<file path="src/rtl/sc1_uart_loader.sv">
// UART byte-stream frame decoder producing SoC write transactions.
// Optional checksum byte enabled by defining UART_LOADER_CHECKSUM_EN.
module sc1_uart_loader #(
  parameter int         ADDR_BYTES     = 4,
  parameter int         DATA_BYTES     = 4,
  parameter int         TIMEOUT_CYCLES = 4096,
  parameter logic [7:0] START_BYTE     = 8'haa,
  parameter logic [7:0] END_BYTE       = 8'h55
) (
  input  logic                    clk,
  input  logic                    reset,
  input  logic [7:0]              rx_data,
  input  logic                    rx_valid,
  output logic                    wr_valid,
  input  logic                    wr_ready,
  output logic [ADDR_BYTES*8-1:0] wr_addr,
  output logic [DATA_BYTES*8-1:0] wr_data,
  output logic                    frame_err,
  output logic [7:0]              err_count,
  output logic                    busy
);

  localparam int TW = $clog2(TIMEOUT_CYCLES);

`ifdef UART_LOADER_CHECKSUM_EN
  typedef enum logic [2:0] {
    S_IDLE, S_ADDR, S_DATA, S_CSUM, S_END, S_OUT
  } state_t;
  logic [7:0] csum;
`else
  typedef enum logic [2:0] {
    S_IDLE, S_ADDR, S_DATA, S_END, S_OUT
  } state_t;
`endif

  state_t        state;
  logic [2:0]    idx;
  logic [TW-1:0] tcnt;
  logic          in_frame;

  assign in_frame = (state != S_IDLE) && (state != S_OUT);

  always_ff @(posedge clk or negedge reset) begin
    if (!reset) begin
      state     <= S_IDLE;
      idx       <= '0;
      tcnt      <= '0;
      wr_valid  <= 1'b0;
      wr_addr   <= '0;
      wr_data   <= '0;
      frame_err <= 1'b0;
      busy      <= 1'b0;
`ifdef UART_LOADER_CHECKSUM_EN
      csum      <= '0;
`endif
    end else begin
      frame_err <= 1'b0;
      unique case (state)
        S_IDLE: begin
          if (rx_valid && rx_data == START_BYTE) begin
            state <= S_ADDR;
            busy  <= 1'b1;
            idx   <= '0;
            tcnt  <= '0;
`ifdef UART_LOADER_CHECKSUM_EN
            csum  <= '0;
`endif
          end
        end
        S_ADDR: begin
          if (rx_valid) begin
            wr_addr[8*idx +: 8] <= rx_data;
`ifdef UART_LOADER_CHECKSUM_EN
            csum <= csum ^ rx_data;
`endif
            if (idx == 3'(ADDR_BYTES-1)) begin
              idx   <= '0;
              state <= S_DATA;
            end else begin
              idx <= idx + 3'd1;
            end
          end
        end
        S_DATA: begin
          if (rx_valid) begin
            wr_data[8*idx +: 8] <= rx_data;
`ifdef UART_LOADER_CHECKSUM_EN
            csum <= csum ^ rx_data;
`endif
            if (idx == 3'(DATA_BYTES-1)) begin
              idx <= '0;
`ifdef UART_LOADER_CHECKSUM_EN
              state <= S_CSUM;
`else
              state <= S_END;
`endif
            end else begin
              idx <= idx + 3'd1;
            end
          end
        end
`ifdef UART_LOADER_CHECKSUM_EN
        S_CSUM: begin
          if (rx_valid) begin
            if (rx_data == csum) begin
              state <= S_END;
            end else begin
              state     <= S_IDLE;
              busy      <= 1'b0;
              frame_err <= 1'b1;
            end
          end
        end
`endif
        S_END: begin
          if (rx_valid) begin
            if (rx_data == END_BYTE) begin
              state    <= S_OUT;
              wr_valid <= 1'b1;
            end else begin
              state     <= S_IDLE;
              busy      <= 1'b0;
              frame_err <= 1'b1;
            end
          end
        end
        S_OUT: begin
          // Bytes arriving while a write is pending are dropped.
          if (rx_valid) frame_err <= 1'b1;
          if (wr_ready) begin
            wr_valid <= 1'b0;
            state    <= S_IDLE;
            busy     <= 1'b0;
          end
        end
      endcase

      if (in_frame) begin
        if (rx_valid) begin
          tcnt <= '0;
        end else if (tcnt == TW'(TIMEOUT_CYCLES-1)) begin
          tcnt      <= '0;
          state     <= S_IDLE;
          busy      <= 1'b0;
          frame_err <= 1'b1;
        end else begin
          tcnt <= tcnt + 1'b1;
        end
      end
    end
  end

  always_ff @(posedge clk or negedge reset) begin
    if (!reset) begin
      err_count <= '0;
    end else if (frame_err && err_count != 8'hff) begin
      err_count <= err_count + 8'd1;
    end
  end

endmodule
</file>
<file path="config.mk">
export PLATFORM = sky130hd
export DESIGN_NAME = sc1_uart_loader
export DESIGN_NICKNAME = d
export VERILOG_FILES = /design/src/rtl/sc1_uart_loader.sv
export SDC_FILE = /design/constraint.sdc
export NUM_CORES = 1
export LEC_CHECK = 0
export BUFFER_PORTS_ARGS = -buffer_cell sky130_fd_sc_hd__clkbuf_2
export CAP_MARGIN = 20
export CORE_UTILIZATION = 55
export CTS_CLUSTER_DIAMETER = 100
export DETAILED_ROUTE_END_ITERATION = 10
export PLACE_DENSITY = 0.8
export SLEW_MARGIN = 20
export SYNTH_ARGS = -nofsm -noshare
export SYNTH_HDL_FRONTEND = slang
export SYNTH_SLANG_ARGS = --single-unit
</file>
<file path="constraint.sdc">
create_clock -name clk -period 2.6 [get_ports clk]
set_clock_uncertainty 0.1 [all_clocks]
set_input_delay 0.52 -clock clk [delete_from_list [all_inputs] [get_ports clk]]
set_output_delay 0.52 -clock clk [all_outputs]
set_load 0.01 [all_outputs]
</file>
==> metrics, run 1 <==
status=completed; largest family of logic cells by synthesized area=simple AND/OR/NAND/NOR gates; Sink Count=93; worst-margin pin slew=0.614 ns; Max clock buf depth=2; DRT iter0 DRCs=164; clock latency on the worst-skew pair=0.36 ns; post-synth top area share=54.0%; # diodes=0; CTS tree=built; Yosys warning count=0; fraction of layout cells with a size suffix above 1=31.3%; Port Buf Inserts=86; largest net degree at the start of global routing=45; Via density=5.53; Fin Setup TNS=0 ns; initial core utilization=58.1%; slack of the critical path=0.132 ns; global-route usage over all layers=25.7%; DR WL/cell=15.5 um; Core ar.=0.00741 mm^2; P&R area growth vs syn=19.3%; Tcrit/Tclk final=94.9%; Hold Crit Class=in -> async; Pins Over Slew Limit=0; LEAKAGE=2.52 nW; die width=90.5 um; gp weighted congestion=0.884; crit path DAT=2.61 ns; largest cells by area after synthesis=dfrtp_1, mux2_2, nand2_1, o21ai_0, nand3_1; clk root buf=clkbuf_8; area of the multi-input gates=0.00184 mm^2; Fill cells=560; EDFF count, synth=0; sequential fraction of the synthesis area=54.0%; H-Tree Depth=3; P per Cell Area=947 mW/mm^2; hold_buf cts=0; initial antenna violation count=0; CP endpoint kind=flip-flop; Yosys top cell by area=dfrtp_1; DP HPWL=6910 um; critical path required time=2.74 ns; FF-to-FF Start=idx[1]; Max Fclk=0.405 GHz; Routed WL=9540 um; asr flop ratio synth=100%; cts bufs inserted=9; Detail Route Antenna Nets=0; Remaining Overflow, GRT=0; FF/Latch Area=0.00233 mm^2; Adder-Cell Fraction of Synth Area=1.71%; Synth Instances=414; Max Cap Viol=0; Setup WS pre-CTS=0.107 ns; VDD IR max=0.627 mV; crit start category=flip-flop; Synthesized Nets=431; unrepaired setup endpoints after global routing=no; r2r endpoint=wr_data[14]; Pre-antenna DRT Iters=4; Slew Limit Headroom=59.0%; Post-Syn Area=0.00431 mm^2; mean post-synth cell area=10.4 um^2; Synth Area in XOR/XNOR=1.63%; Synth Area in Simple Gates=20.7%; maximum fanout along the worst path=9; Synth Area in Compound Gates=10.3%; most frequent cells after synthesis=dfrtp_1, nand2_1, o21ai_0; Worst-path clk slew=0.09 ns; Top FF cell, synth=dfrtp_1; first-pass GRT wire length=16500 um; die footprint=0.00819 mm^2; I/O Pins=87; Yosys cell types=54; die height=90.5 um; number of global-route vias before repair=3314; Nets=527; endpoints failing hold=0; flops & latches, synth=93; Crit Path Class=reg -> reg; multiplexer share of the synthesized area=8.05%; final worst path period need=2.47 ns; R2R depth=8; # rows=31; count leader, synth=dfrtp_1; DRC viols=0; reg2reg setup slack=0.13 ns; setup violators final=0; Via Count=3395
registers in the layout, summed over array words and instances (netlist names):
register   cells
tcnt          12
wr_valid       1
busy           1
err_count      8
wr_data       32
frame_err      1
wr_addr       32
idx            3
state          3
worst max-delay path, stage by stage, from the launching register on:
cell	delay [ns]
dfrtp_1	0.38
inv_1	0.07
ha_1	0.18
ha_1	0.41
nand2_4	0.10
or3_1	0.41
nor3_4	0.22
buf_12	0.15
mux2_2	0.33
worst max-delay path by stage:
stage	startpoint	end	slack, ns
after floorplan	idx[0]	wr_addr[18]	0.24
after global placement	idx[1]	wr_addr[14]	0.21
after detailed placement	idx[1]	wr_addr[14]	0.11
after CTS	idx[1]	wr_addr[10]	0.09
after global routing	idx[1]	wr_data[14]	0.004
final	idx[1]	wr_data[14]	0.13
area by class of cell:
class                           count  area share (%)
Clock buffer                       12            3.21
Clock inverter                      4            1.07
Inverter                           13           0.950
Multi-Input combinational cell    293            35.9
Sequential cell                    93            45.3
Tap cell                           99            2.41
Timing Repair Buffer              100            11.2
per-layer routing:
metal  up-vias  GRT usage, %  share of wire [%]
met5         -             0                  0
met3        18          5.22                5.1
met2       100          41.4                 49
met4         0          9.41                1.5
met1      1650          34.7                 44
li1       1627             -                  -
layout by cell type (no fill, tap or decap), types with 6 or more instances in the layout:
cell,instances
mux2_2,29
a31oi_1,6
nand2_1,74
buf_4,12
clkbuf_8,12
and2_1,12
dfrtp_1,93
o21ai_0,45
clkbuf_2,85
inv_1,13
nand3_1,21
nor2_1,22
a21oi_1,12
cell families (layout without fill, tap and decap cells):
kind of cell | count (synthesis) | in the layout
xor+xnor | 8 | 8
flops | 93 | 93
compound gates | 79 | 79
mux | 31 | 31
buf+inv | 28 | 129
fa+ha+maj | 6 | 6
simple gates | 169 | 169
metrics by stage:
step / utilization, % / total power, mW / hold WS [ns] / cells / instance area (um^2)
after floorplan: - / 3.20 / 0.124 / 414 / 4310
after global placement: 65.6 / 3.78 / 0.362 / 595 / 4860
after detailed placement: 65.6 / 3.84 / 0.371 / 595 / 4860
after CTS: 68.5 / 4.87 / 0.0586 / 611 / 5080
after global routing: 69.4 / 5.20 / 0.0856 / 614 / 5140
final: 69.4 / 4.87 / 0.0394 / 614 / 5140
power breakdown:
part | switching [mW] | internal [mW]
registers | 0.254 | 1.78
logic | 1.06 | 0.752
clock network | 0.498 | 0.527
total | 1.81 | 3.06
timing repair:
| action | in CTS | in global routing |
|---|---|---|
| resized for setup | 0 | 3 |
| setup buffers | 0 | 3 |
| endpoints found under the setup margin | 0 | 30 |
Power figures use the tool's default switching activity.
==> run 2, diff against run 1 <==
--- a/config.mk
+++ b/config.mk
@@ -11,6 +11,7 @@
 export CTS_CLUSTER_DIAMETER = 100
 export DETAILED_ROUTE_END_ITERATION = 10
 export PLACE_DENSITY = 0.8
+export RECOVER_POWER = 50
 export SLEW_MARGIN = 20
 export SYNTH_ARGS = -nofsm -noshare
 export SYNTH_HDL_FRONTEND = slang
==> run 2 against run 1 <==
Via count rose by 0.32%. Final area down 1.3%. Cell count unchanged. First-iteration DRC count grew 8.5%. Worst setup slack got worse by 0.0027 ns. Register-to-register slack barely moved. Sequential power barely moved. Maximum frequency is 0.11% lower. Power is 0.54% lower. Sequential cell count unchanged. Largest cell class unchanged. Largest power group unchanged. Critical path depth stayed put.
==> metrics, run 2 (synthesis results as in run 1) <==
endpoints failing hold=0 (unchanged); H-Tree Depth=3 (unchanged); area of the multi-input gates=0.00184 mm^2 (unchanged); largest net degree at the start of global routing=45 (unchanged); Hold Crit Class=in -> async; Nets=527 (unchanged); VDD IR max=0.627 mV (about the same); Worst-path clk slew=0.09 ns (about the same); P per Cell Area=955 mW/mm^2 (+0.81%); final worst path period need=2.47 ns (+0.00269 ns); DRC viols=0 (unchanged); die height=90.5 um (unchanged); die footprint=0.00819 mm^2 (unchanged); Pre-antenna DRT Iters=5 (+1); setup violators final=0 (unchanged); DRT iter0 DRCs=178 (+8.5%); Detail Route Antenna Nets=0 (unchanged); status=completed; initial core utilization=58.1% (unchanged); # rows=31 (unchanged); DP HPWL=6910 um (unchanged); commonest non-fill, non-tap cells in the layout=dfrtp_1, nand2_1, clkbuf_2, o21ai_0, clkbuf_1; Routed WL=9610 um (+0.79%); clock latency on the worst-skew pair=0.36 ns (about the same); CP endpoint kind=flip-flop; worst-margin pin slew=1.07 ns (+0.454 ns); slack of the critical path=0.130 ns (-0.00269 ns); global-route usage over all layers=25.7% (unchanged); Remaining Overflow, GRT=0 (unchanged); DR WL/cell=15.7 um (+0.79%); Via density=5.55 (+0.32%); CTS tree=built; Max Cap Viol=0 (unchanged); Fin Setup TNS=0 ns (unchanged); first-pass GRT wire length=16500 um (unchanged); crit path DAT=2.61 ns (about the same); Sink Count=93 (unchanged); unrepaired setup endpoints after global routing=no; R2R depth=8 (unchanged); Crit Path Class=reg -> reg; critical path required time=2.74 ns (about the same); crit start category=flip-flop; Max Fclk=0.405 GHz (-0.11%); FF-to-FF Start=idx[1]; Slew Limit Headroom=28.8% (-30 points); r2r endpoint=wr_data[14]; top flop regs=wr_addr (32), wr_data (32), tcnt (12); I/O Pins=87 (unchanged); Fill cells=575 (+2.7%); commonest non-fill, non-tap cell in the layout=dfrtp_1; Port Buf Inserts=86 (unchanged); number of global-route vias before repair=3314 (unchanged); maximum fanout along the worst path=9 (unchanged); LEAKAGE=2.39 nW (-5.2%); Setup WS pre-CTS=0.107 ns (unchanged); fraction of layout cells with a size suffix above 1=24.1% (-7.2 points); FF/Latch Area=0.00233 mm^2 (unchanged); die width=90.5 um (unchanged); reg2reg setup slack=0.13 ns (about the same); hold_buf cts=0 (unchanged); gp weighted congestion=0.884 (unchanged); # diodes=0 (unchanged); Via Count=3406 (+0.32%); Pins Over Slew Limit=0 (unchanged); Tcrit/Tclk final=95.0% (+0.10 points); clk root buf=clkbuf_8; Core ar.=0.00741 mm^2 (unchanged); cts bufs inserted=9 (unchanged); P&R area growth vs syn=17.7%; initial antenna violation count=0 (unchanged); Max clock buf depth=2 (unchanged)
run 2: changes by cell type in the layout (fill, tap and decap cells not counted), sizes merged:
cell,before,now
clkbuf,97,101
buf,15,11
run 2: area by class of cell:
cell class | count | area share, %
timing repair buffer | 100 | 10.0
multi-input combinational | 293 | 36.4
tap | 99 | 2.44
clock inverter | 4 | 1.09
sequential | 93 | 45.9
clock buffer | 12 | 3.26
inverter | 13 | 0.962
run 2: worst max-delay path by stage:
| stage | from | endpoint | cells after the start |
|---|---|---|---|
| detailed placement | idx[1] | wr_addr[14] | 7 |
| global placement | idx[1] | wr_addr[14] | 7 |
| CTS | idx[1] | wr_addr[10] | 7 |
| global route | idx[1] | wr_data[14] | 8 |
| floorplan | idx[0] | wr_addr[18] | 7 |
| finish | idx[1] | wr_data[14] | 8 |
run 2: through the flow:
step	std cells	hold WS (ns)	total power [mW]	area (um^2)	utilization [%]
2_1_floorplan	414	0.124	3.20	4310	-
3_3_place_gp	595	0.362	3.78	4860	65.6
3_5_place_dp	595	0.371	3.84	4860	65.6
4_1_cts	611	0.0586	4.87	5080	68.5
5_1_grt	614	0.331	5.16	5070	68.4
6_report	614	0.241	4.84	5070	68.4
run 2: routing by layer:
layer | routed length [um] | GRT usage [%] | share of wire (%)
met1 | 4270 | 34.7 | 44
met2 | 4750 | 41.4 | 49
met3 | 472 | 5.22 | 4.9
met4 | 129 | 9.41 | 1.3
met5 | 0 | 0 | 0
run 2: power breakdown:
| group | switching (mW) | leakage [nW] | total, mW | internal, mW |
|---|---|---|---|---|
| Combinational | 1.06 | 1.03 | 1.78 | 0.719 |
| Sequential | 0.253 | 1.25 | 2.04 | 1.78 |
| Clock | 0.497 | 0.109 | 1.02 | 0.527 |
run 2: timing repair:
item / 4_1_cts / 5_1_grt
setup buffers: 0 / 3
resized for setup: 0 / 3
endpoints found under the setup margin: 0 / 30
run 2: worst max-delay path: stages (launching register included):
cell and delay [ns]:
dfrtp_1 0.38, inv_1 0.07, ha_1 0.18, ha_1 0.41, nand2_4 0.10, or3_1 0.41, nor3_4 0.22, buf_12 0.15
mux2_2 0.33
